[src/rtl/ex_ctrl_pkg.sv]
// Shared definitions for the execute-stage issue controller.
//   - opcode / ALU function constants
//   - FSM state type
//   - is_legal(): the instruction set this execute stage supports
package ex_ctrl_pkg;

    localparam logic [5:0] OP_RTYPE = 6'd0;
    localparam logic [5:0] OP_ADDI  = 6'd1;
    localparam logic [5:0] OP_LW    = 6'd2;
    localparam logic [5:0] OP_BEQ   = 6'd3;
    localparam logic [5:0] OP_SW    = 6'd8;

    localparam logic [5:0] FN_ADD = 6'd1;
    localparam logic [5:0] FN_SUB = 6'd2;
    localparam logic [5:0] FN_MUL = 6'd3;
    localparam logic [5:0] FN_AND = 6'd4;

    typedef enum logic [1:0] {
        IDLE  = 2'd0,
        MUL   = 2'd1,
        DONE  = 2'd2,
        FLUSH = 2'd3
    } state_t;

    function automatic logic is_legal(input logic [5:0] opcode, input logic [5:0] alu_control);
        logic ok;
        ok = 1'b0;
        case (opcode)
            OP_RTYPE: ok = (alu_control == FN_ADD) || (alu_control == FN_SUB) ||
                           (alu_control == FN_MUL) || (alu_control == FN_AND);
            OP_ADDI, OP_LW, OP_BEQ, OP_SW: ok = 1'b1;
            default: ok = 1'b0;
        endcase
        return ok;
    endfunction

endpackage

[src/rtl/ex_cycle_timer.sv]
// Loadable down-counter with terminal-count flag.
//   clk, rst_n   : clock, async active-low reset
//   load_i       : load load_val_i (wins over dec_i)
//   load_val_i   : value to load
//   dec_i        : decrement by one; saturates at zero
//   done_o       : count is 1, i.e. this is the final counted cycle
module ex_cycle_timer #(
    parameter int W = 4
) (
    input  logic         clk,
    input  logic         rst_n,
    input  logic         load_i,
    input  logic [W-1:0] load_val_i,
    input  logic         dec_i,
    output logic         done_o
);

    logic [W-1:0] count_q;
    logic [W-1:0] count_d;

    always_comb begin
        count_d = count_q;
        if (load_i) begin
            count_d = load_val_i;
        end else if (dec_i && (count_q != '0)) begin
            count_d = count_q - W'(1);
        end
    end

    always_ff @(posedge clk or negedge rst_n) begin
        if (!rst_n) begin
            count_q <= '0;
        end else begin
            count_q <= count_d;
        end
    end

    assign done_o = (count_q == W'(1));

endmodule

[src/rtl/ex_issue_ctrl.sv]
// Execute-stage issue controller: accepts one decoded instruction at a time,
// stalls issue during multi-cycle multiplies, strobes the EX/MEM capture and
// flushes younger instructions after a taken branch hands off.
//   in_valid_i/in_ready_o   : ID/EX handshake
//   opcode_i, alu_control_i : decoded instruction
//   branch_taken_i          : branch compare, sampled on an opcode-3 accept
//   ex_latch_o              : EX/MEM capture strobe
//   out_valid_o/out_ready_i : EX/MEM to MEM handshake
//   flush_o                 : squash IF/ID and ID/EX
//   mul_busy_o              : multiply in progress
//   illegal_o               : unsupported instruction accepted and dropped
//
// state | meaning
// IDLE  | empty, ready to accept
// MUL   | multiply occupying the ALU, issue stalled
// DONE  | EX/MEM holds a result waiting for MEM
// FLUSH | squashing younger instructions after a taken branch
module ex_issue_ctrl
    import ex_ctrl_pkg::*;
#(
    parameter int MUL_LATENCY  = 4,
    parameter int FLUSH_CYCLES = 2
) (
    input  logic       clk,
    input  logic       rst_n,
    input  logic       in_valid_i,
    output logic       in_ready_o,
    input  logic [5:0] opcode_i,
    input  logic [5:0] alu_control_i,
    input  logic       branch_taken_i,
    output logic       ex_latch_o,
    output logic       out_valid_o,
    input  logic       out_ready_i,
    output logic       flush_o,
    output logic       mul_busy_o,
    output logic       illegal_o
);

    localparam int MW = $clog2(MUL_LATENCY + 1);
    localparam logic [MW-1:0] MUL_LOAD   = MW'(MUL_LATENCY - 1);
    localparam logic [2:0]    FLUSH_LOAD = 3'(FLUSH_CYCLES);

    state_t state_q, state_d;
    logic   take_q, take_d;
    logic   mul_load, flush_load;
    logic   mul_done, flush_done;
    logic   legal, is_mul, accept;

    assign legal  = is_legal(opcode_i, alu_control_i);
    assign is_mul = (opcode_i == OP_RTYPE) && (alu_control_i == FN_MUL);
    assign accept = in_valid_i & in_ready_o;

    ex_cycle_timer #(.W(MW)) u_mul_timer (
        .clk        (clk),
        .rst_n      (rst_n),
        .load_i     (mul_load),
        .load_val_i (MUL_LOAD),
        .dec_i      (state_q == MUL),
        .done_o     (mul_done)
    );

    ex_cycle_timer #(.W(3)) u_flush_timer (
        .clk        (clk),
        .rst_n      (rst_n),
        .load_i     (flush_load),
        .load_val_i (FLUSH_LOAD),
        .dec_i      (state_q == FLUSH),
        .done_o     (flush_done)
    );

    always_ff @(posedge clk or negedge rst_n) begin
        if (!rst_n) begin
            state_q <= IDLE;
            take_q  <= 1'b0;
        end else begin
            state_q <= state_d;
            take_q  <= take_d;
        end
    end

    always_comb begin
        state_d    = state_q;
        take_d     = take_q;
        mul_load   = 1'b0;
        flush_load = 1'b0;
        case (state_q)
            IDLE, DONE: begin
                if (state_q == DONE && out_ready_i && take_q) begin
                    state_d    = FLUSH;
                    flush_load = 1'b1;
                    take_d     = 1'b0;
                end else if (accept) begin
                    if (!legal) begin
                        state_d = IDLE;
                    end else if (is_mul) begin
                        state_d  = MUL;
                        mul_load = 1'b1;
                        take_d   = 1'b0;
                    end else begin
                        state_d = DONE;
                        take_d  = (opcode_i == OP_BEQ) & branch_taken_i;
                    end
                end else if (state_q == DONE && out_ready_i) begin
                    state_d = IDLE;
                end
            end
            MUL: begin
                if (mul_done) begin
                    state_d = DONE;
                end
            end
            FLUSH: begin
                if (flush_done) begin
                    state_d = IDLE;
                end
            end
            default: state_d = IDLE;
        endcase
    end

    // Outputs are gated with rst_n so they read 0 the instant reset asserts,
    // even though the state register only holds IDLE.
    always_comb begin
        in_ready_o  = rst_n & ((state_q == IDLE) |
                               ((state_q == DONE) & out_ready_i & ~take_q));
        ex_latch_o  = rst_n & ((accept & legal & ~is_mul) | ((state_q == MUL) & mul_done));
        out_valid_o = rst_n & (state_q == DONE);
        flush_o     = rst_n & (state_q == FLUSH);
        mul_busy_o  = rst_n & (state_q == MUL);
        illegal_o   = rst_n & accept & ~legal;
    end

endmodule

[config.mk]
export PLATFORM = sky130hd
export DESIGN_NAME = ex_issue_ctrl
export DESIGN_NICKNAME = d
export VERILOG_FILES = /design/src/rtl/ex_ctrl_pkg.sv /design/src/rtl/ex_cycle_timer.sv /design/src/rtl/ex_issue_ctrl.sv
export SDC_FILE = /design/constraint.sdc
export NUM_CORES = 1
export LEC_CHECK = 0
export BUFFER_PORTS_ARGS = -buffer_cell sky130_fd_sc_hd__buf_2
export CAP_MARGIN = 20
export CORE_MARGIN = 8
export CORE_UTILIZATION = 46
export DETAILED_ROUTE_END_ITERATION = 10
export HOLD_SLACK_MARGIN = 0.05
export PLACE_DENSITY = 0.84
export SLEW_MARGIN = 20
export SYNTH_ARGS = -nofsm -noshare
export SYNTH_HDL_FRONTEND = slang
export SYNTH_HIERARCHICAL = 1
export SYNTH_SLANG_ARGS = --single-unit
[constraint.sdc]
create_clock -name clk -period 1.3 [get_ports clk]
set_input_delay 0.13 -clock clk [delete_from_list [all_inputs] [get_ports clk]]
set_output_delay 0.13 -clock clk [all_outputs]
set_load 0.03 [all_outputs]
==> impl_metrics.csv, run 1 <==
group,metric,value,unit
outcome,outcome,"finished, violations left",
setup_path,timing.critical_path.max_delay_family,"compound AO/OA/AOI/OAI gates",
setup_path,critical_path.cell_chain,"buf_6 -> or4_4 -> a2111oi_4 -> o21ai_4 -> o21ai_4 -> buf_6",
timing,timing.final.setup_violations,13,
logic_synthesis,synth.distinct_cells,35,
cells_and_area,drive_gt1_frac,0.561,
logic_synthesis,synth_largest_area_cell,"dfrtp_1",
setup_path,timing.critical_path.slowest_cell_delay,0.55,ns
timing,final.setup_skew,0.00965,ns
cts,ctsLongestPathBuffers,2,
floorplanning,core-area,1730,um2
place,place_hpwl,1870,um
timing,post-route-min-period,1.66,ns
grt,number_of_global_route_vias_before_repair,977,
floorplanning,fp-row-count,15,
detailed_routing,detail_route.drc_violations,0,
place,placed_cell_area,1170,um2
detailed_routing,routed_wire_length_per_instance,16.6,um
run,cap_viol_max_count,0,
grt,overflow,0,
power,p_leak,0.720,nW
detailed_routing,wl_met1,1150,um
place,routabilityCongestion,0.806,
cells_and_area,fin_util,0.811,
logic_synthesis,ys_dominant_reg_cell,"dfrtp_1",
logic_synthesis,avgSynthCellArea,8.64,um2
detailed_routing,totalWireLength,2990,um
setup_path,setup.worst_path.class,"in -> out",
logic_synthesis,main_combinational_cell_family_by_area_after_synthesis,"simple AND/OR/NAND/NOR gates",
logic_synthesis,mappedNetlistArea,838,um2
cts,numClockSinks,9,
cts,worst_skew_pair.late_latency,0.27,ns
setup_path,path_buf_inv,2,
cells_and_area,diodes,0,
detailed_routing,top_layer,"met4",
cts,cts_h_tree_depth,1,
power,vdd.ir_drop.worst,545,uV
cells_and_area,layout.cell_area.non_filler,1400,um2
logic_synthesis,post_synth_and_or_nand_nor_area_fraction,0.354,
timing,fmax,601,MHz
logic_synthesis,synth_top_area_frac,0.269,
cts,clock_slew_seen_by_the_registers_of_the_worst_setup_and_hold_paths,0.07,ns
grt,number_of_antenna_violations_at_the_first_check_in_global_routing,0,
setup_path,critical-path-slowest-cell,"or4_4",
hold_path,hold_path_class,"in -> reg",
cts,cts_tree,"done",
detailed_routing,via_count,962,
logic_synthesis,count_of_flip_flops_with_a_built_in_enable_after_synthesis,0,
floorplanning,floorplan.die.height,58.7,um
detailed_routing,drt-pass1-iter-count,7,
cells_and_area,area.growth.synth_to_final,67.0,%
timing,postLayoutSetupSlackWorst,-0.365,ns
logic_synthesis,yosys.area_share.adder,0.0896,
setup_path,critPathMaxFanout,2,
floorplanning,die_w,58.7,um
grt,pin_count_of_the_biggest_net_entering_global_routing,10,
detailed_routing,detailroute.wirelength.met3,113,um
timing,grt_setup_unrepaired,"yes",
cts,tritoncts.num_buffers,3,
detailed_routing,detail_route.vias_per_cell,5.34,
grt,grt_pass1_wl,4170,um
cts,cts.root.buffer_cell,"clkbuf_4",
logic_synthesis,yosys.area_share.xor_xnor,0,
setup_path,worst_path_required,1.17,ns
logic_synthesis,postSynthCellCount,97,
detailed_routing,initial_drc_count,25,
cells_and_area,layout.nets,179,
timing,final.period_utilization,1.28,
setup_path,crit_path_start_kind,"primary input",
timing,worst_hold_slack,0.349,ns
logic_synthesis,compound_cell_area_share_of_the_yosys_netlist,0.179,
logic_synthesis,synth_area_leaders,"dfrtp_1 27%, ha_1 9.0%, mux2i_1 6.0%, nand2_1 5.8%, nand3_1 3.6%",
floorplanning,die_area,3440,um2
setup_path,timing.reg2reg.setup_slack,-0.22,ns
detailed_routing,ant_nets_after_route,0,
floorplanning,initial_core_util,0.486,
detailed_routing,wl_met2,1630,um
floorplanning,io_pins,23,
logic_synthesis,async_flop_share,1.00,
logic_synthesis,synth.yosys.warnings,6,
power,power_density,518,nW/um2
place,port_bufs,22,
timing,final-max-slew-violation-count,0,
timing,hold_fails_final_rpt,0,
logic_synthesis,seq_area_frac_synth,0.269,
setup_path,cp_data_arrival_time,1.53,ns
grt,grt_util_all_layers,0.155,
outcome,failing_checks,"negative setup slack",
setup_path,endpoint_kind,"primary output",
logic_synthesis,synthMuxAreaShare,0.0597,
logic_synthesis,synth.ff_latch_count,9,
==> tightest hold or removal path, stage by stage <==
cell and delay [ns]:
buf_2 0.10, and3_2 0.20, nand3_1 0.08, mux2i_1 0.08
==> cell type report <==
type                       count  area [um2]
inverter                       6        22.5
multi-input combinational     85         697
clock buffer                   4        26.3
tap                           25        31.3
fill                         112         327
timing repair buffer          51         397
sequential                     9         226
==> synthesized netlist by cell type, types with 2 or more instances <==
| library cell | count |
|---|---|
| nand2_1 | 13 |
| dfrtp_1 | 9 |
| nor2_1 | 7 |
| ha_1 | 6 |
| inv_1 | 6 |
| nand3_1 | 6 |
| mux2i_1 | 5 |
| a21oi_1 | 3 |
| o21ai_0 | 3 |
| o21ai_2 | 3 |
| a211o_1 | 2 |
| a31o_2 | 2 |
| and2_1 | 2 |
| and2b_2 | 2 |
| and3_1 | 2 |
| and3_2 | 2 |
| and3b_1 | 2 |
| conb_1 | 2 |
| nand2b_1 | 2 |
| nand2b_4 | 2 |
| nor3_1 | 2 |
==> layer usage <==
layer | GRT usage | vias up
met5 | 0 | -
met4 | 0.0614 | 0
met3 | 0.0609 | 12
met2 | 0.287 | 34
met1 | 0.149 | 462
li1 | - | 454
==> layout by cell type, fill, tap and decap left out, types with 2 or more instances in the layout <==
cell	instances
nand2_1	11
nand3_1	5
buf_6	13
and2b_2	2
a211o_1	2
o21ai_0	2
and3_1	2
and3b_1	2
mux2i_1	5
and2_4	2
conb_1	6
ha_1	5
or4_4	2
o21ai_2	2
a31o_2	2
dfrtp_1	8
a21oi_1	2
inv_2	2
nand2b_4	4
buf_4	22
buf_2	15
clkbuf_4	3
nor2_1	5
inv_1	4
o21ai_4	2
==> through the flow <==
step | total power, mW | setup TNS [ns] | setup WS (ns) | instances
final | 0.725 | -1.69 | -0.365 | 180
after global routing | 0.753 | -2.64 | -0.442 | 180
after detailed placement | 0.454 | -2.33 | -0.402 | 169
after floorplan | 0.367 | -0.522 | -0.199 | 101
after global placement | 0.443 | -2.08 | -0.391 | 169
after CTS | 0.701 | -0.938 | -0.308 | 175
==> flip-flops by register name, indices dropped and copies added (netlist names) <==
register	count
state_q	2
u_mul_timer/count_q	3
u_flush_timer/count_q	3
take_q	1
==> report_power, final <==
group          switching, mW  total, mW  internal (mW)
Sequential            0.0106      0.299          0.289
Combinational         0.0927      0.192         0.0990
Clock                  0.115      0.234          0.119
Total                  0.218      0.725          0.506
==> repair_timing <==
item                                    CTS  global route
endpoints found under the setup margin   11            15
pin swaps                                 2             8
resized for setup                        15            27
endpoints found under the hold margin     9             0
gates cloned                              0             0
setup buffers                             2             7
hold buffers                              1             0
==> worst paths after layout <==
path | start | end | depth (start not counted)
worst max-delay path | opcode_i[4] | ex_latch_o | 6
worst min-delay path | branch_taken_i | take_q | 4
worst max register to register | state_q[0] | take_q | 6
worst min register to register | u_flush_timer/count_q[1] | u_flush_timer/count_q[1] | 2
max in group asynchronous | rst_n | state_q[1] | 3
min in group asynchronous | rst_n | u_mul_timer/count_q[2] | 3
==> cell families after synthesis <==
group / count (synthesis)
adders and majority gates: 6
muxes: 5
AOI/OAI and AO/OA: 18
buffers and inverters: 7
DFF: 9
and+or+nand+nor: 50
other: 2
(Power assumes the default switching activity.)
==> run 2: changes to the inputs <==
--- a/config.mk
+++ b/config.mk
@@ -8,10 +8,11 @@
 export BUFFER_PORTS_ARGS = -buffer_cell sky130_fd_sc_hd__buf_2
 export CAP_MARGIN = 20
 export CORE_MARGIN = 8
-export CORE_UTILIZATION = 46
+export CORE_UTILIZATION = 40
+export CTS_BUF_LIST = sky130_fd_sc_hd__clkbuf_4
 export DETAILED_ROUTE_END_ITERATION = 10
 export HOLD_SLACK_MARGIN = 0.05
-export PLACE_DENSITY = 0.84
+export PLACE_DENSITY = 0.76
 export SLEW_MARGIN = 20
 export SYNTH_ARGS = -nofsm -noshare
 export SYNTH_HDL_FRONTEND = slang
==> impl_metrics.csv, run 2 (synthesis results as in run 1) <==
group,metric,value,unit
timing,finalSetupTns,-1.04,ns
place,placed_cell_area,1150,um2
cells_and_area,layout.nets,175,
detailed_routing,drt-pass1-iter-count,4,
timing,post-route-min-period,1.65,ns
hold_path,hold_path_class,"in -> reg",
power,cellInternalPower,0.521,mW
grt,grt_pass1_wl,3870,um
setup_path,crit_path_start_kind,"primary input",
setup_path,critPathMaxFanout,2,
floorplanning,core-area,1960,um2
cells_and_area,drive_gt1_frac,0.556,
power,vdd.ir_drop.worst,674,uV
detailed_routing,ant_nets_after_route,0,
setup_path,critical-path-slowest-cell,"or4_4",
place,port_bufs,22,
power,p_leak,0.701,nW
power,p_sw_frac,0.266,
timing,fmax,607,MHz
cells_and_area,diodes,0,
place,place_hpwl,1760,um
timing,final.setup_skew,0.00199,ns
floorplanning,die_w,61.8,um
cts,numClockSinks,9,
detailed_routing,detail_route.drc_violations,0,
power,power_density,523,nW/um2
detailed_routing,detail_route.vias_per_cell,4.96,
power,switching_power,0.189,mW
setup_path,path_buf_inv,2,
cts,cts_tree,"done",
floorplanning,io_pins,23,
setup_path,endpoint_kind,"primary output",
grt,overflow,0,
power,sequentialPowerShare,0.419,
cells_and_area,total_of_fill_cells_in_the_finished_design,169,
cts,cts_h_tree_depth,1,
cts,tritoncts.num_buffers,3,
cells_and_area,layout.cells.most_common_list,"21 x buf_4, 13 x buf_2, 12 x nand2_1, 12 x buf_6, 8 x dfrtp_1",
floorplanning,initial_core_util,0.427,
timing,timing.final.setup_violations,9,
cells_and_area,area.growth.synth_to_final,62.1,%
cells_and_area,layout.cell_area.non_filler,1360,um2
cts,worst_skew_pair.late_latency,0.26,ns
setup_path,critical_path.cell_chain,"buf_6 -> or4_4 -> a2111oi_4 -> o21ai_2 -> o21ai_4 -> buf_6",
grt,number_of_global_route_vias_before_repair,926,
place,routabilityCongestion,0.781,
detailed_routing,initial_drc_count,9,
setup_path,worst_path_required,1.17,ns
outcome,outcome,"finished, violations left",
detailed_routing,totalWireLength,2370,um
floorplanning,floorplan.die.height,61.8,um
floorplanning,fp-row-count,16,
setup_path,timing.critical_path.slowest_cell_delay,0.54,ns
grt,grt_util_all_layers,0.135,
cts,ctsLongestPathBuffers,2,
timing,final-max-slew-violation-count,0,
power,finalPower,0.710,mW
power,comb_power_share,0.248,
timing,final.period_utilization,1.27,
setup_path,timing.critical_path.max_delay_family,"compound AO/OA/AOI/OAI gates",
floorplanning,die_area,3820,um2
detailed_routing,via_count,883,
cells_and_area,biggestRegsByFlops,"u_flush_timer/count_q (3), u_mul_timer/count_q (3), state_q (2)",
grt,pin_count_of_the_biggest_net_entering_global_routing,10,
timing,postLayoutSetupSlackWorst,-0.348,ns
setup_path,setup.worst_path.class,"in -> out",
timing,hold_fails_final_rpt,0,
outcome,failing_checks,"negative setup slack",
setup_path,critical-path-top-cell-by-count,"buf_6",
run,cap_viol_max_count,0,
cts,cts.root.buffer_cell,"clkbuf_4",
detailed_routing,routed_wire_length_per_instance,13.3,um
cts,clock_slew_seen_by_the_registers_of_the_worst_setup_and_hold_paths,0.06,ns
grt,number_of_antenna_violations_at_the_first_check_in_global_routing,0,
setup_path,cp_data_arrival_time,1.52,ns
timing,grt_setup_unrepaired,"yes",
cells_and_area,mostFrequentLayoutCell,"buf_4",
power,clock_power_share,0.333,
run 2: final timing paths:
kind	start	endpoint	slack, ns	depth (start not counted)
worst max-delay path	alu_control_i[4]	ex_latch_o	-0.35	6
worst min-delay path	out_ready_i	state_q[1]	0.26	4
worst max register to register	state_q[0]	take_q	-0.10	6
worst min register to register	u_flush_timer/count_q[1]	u_flush_timer/count_q[1]	0.55	2
max in group asynchronous	rst_n	state_q[1]	0.49	3
min in group asynchronous	rst_n	u_mul_timer/count_q[0]	0.50	3
run 2: final cells by class:
| cell class | instances | area, um2 | share of cell area |
|---|---|---|---|
| Sequential cell | 9 | 226 | 0.167 |
| Clock buffer | 4 | 30.0 | 0.0221 |
| Inverter | 6 | 22.5 | 0.0166 |
| Timing Repair Buffer | 47 | 368 | 0.271 |
| Tap cell | 27 | 33.8 | 0.0249 |
| Multi-Input combinational cell | 85 | 678 | 0.499 |
run 2: repair_timing:
item	in CTS	in global routing
resized for setup	18	21
setup buffers	3	4
hold endpoints to repair	9	0
hold buffers	1	0
cloned	0	0
endpoints found under the setup margin	10	14
pin swaps	5	8
run 2: per-layer routing:
metal  vias up  GRT usage  share of wire
met5         -          0              0
met4         0     0.0390          0.011
met3         4     0.0391          0.034
met2        14      0.251           0.53
met1       414      0.144           0.42
li1        451          -              -
run 2: power groups by stage:
stage                     registers (mW)  logic (mW)  clock network, mW
after floorplan                    0.299      0.0680                  0
after global placement             0.301       0.138                  0
after detailed placement           0.302       0.144                  0
after CTS                          0.296       0.161              0.247
after global routing               0.298       0.193              0.266
final                              0.298       0.176              0.236
run 2: tightest hold or removal path: cells and delay by family:
family / cells / cell delay [ns]
buf+inv: 1 / 0.11
simple gates: 2 / 0.15
compound gates: 1 / 0.09
run 2: through the flow:
step           worst slack [ns]  hold WS, ns  std cells   util
3_3_place_gp             -0.381       0.0799        168  0.587
4_1_cts                  -0.333        0.245        175  0.647
2_1_floorplan            -0.199       -0.166        101      -
3_5_place_dp             -0.401       0.0955        168  0.587
5_1_grt                  -0.409        0.251        178  0.693
6_report                 -0.348        0.260        178  0.693
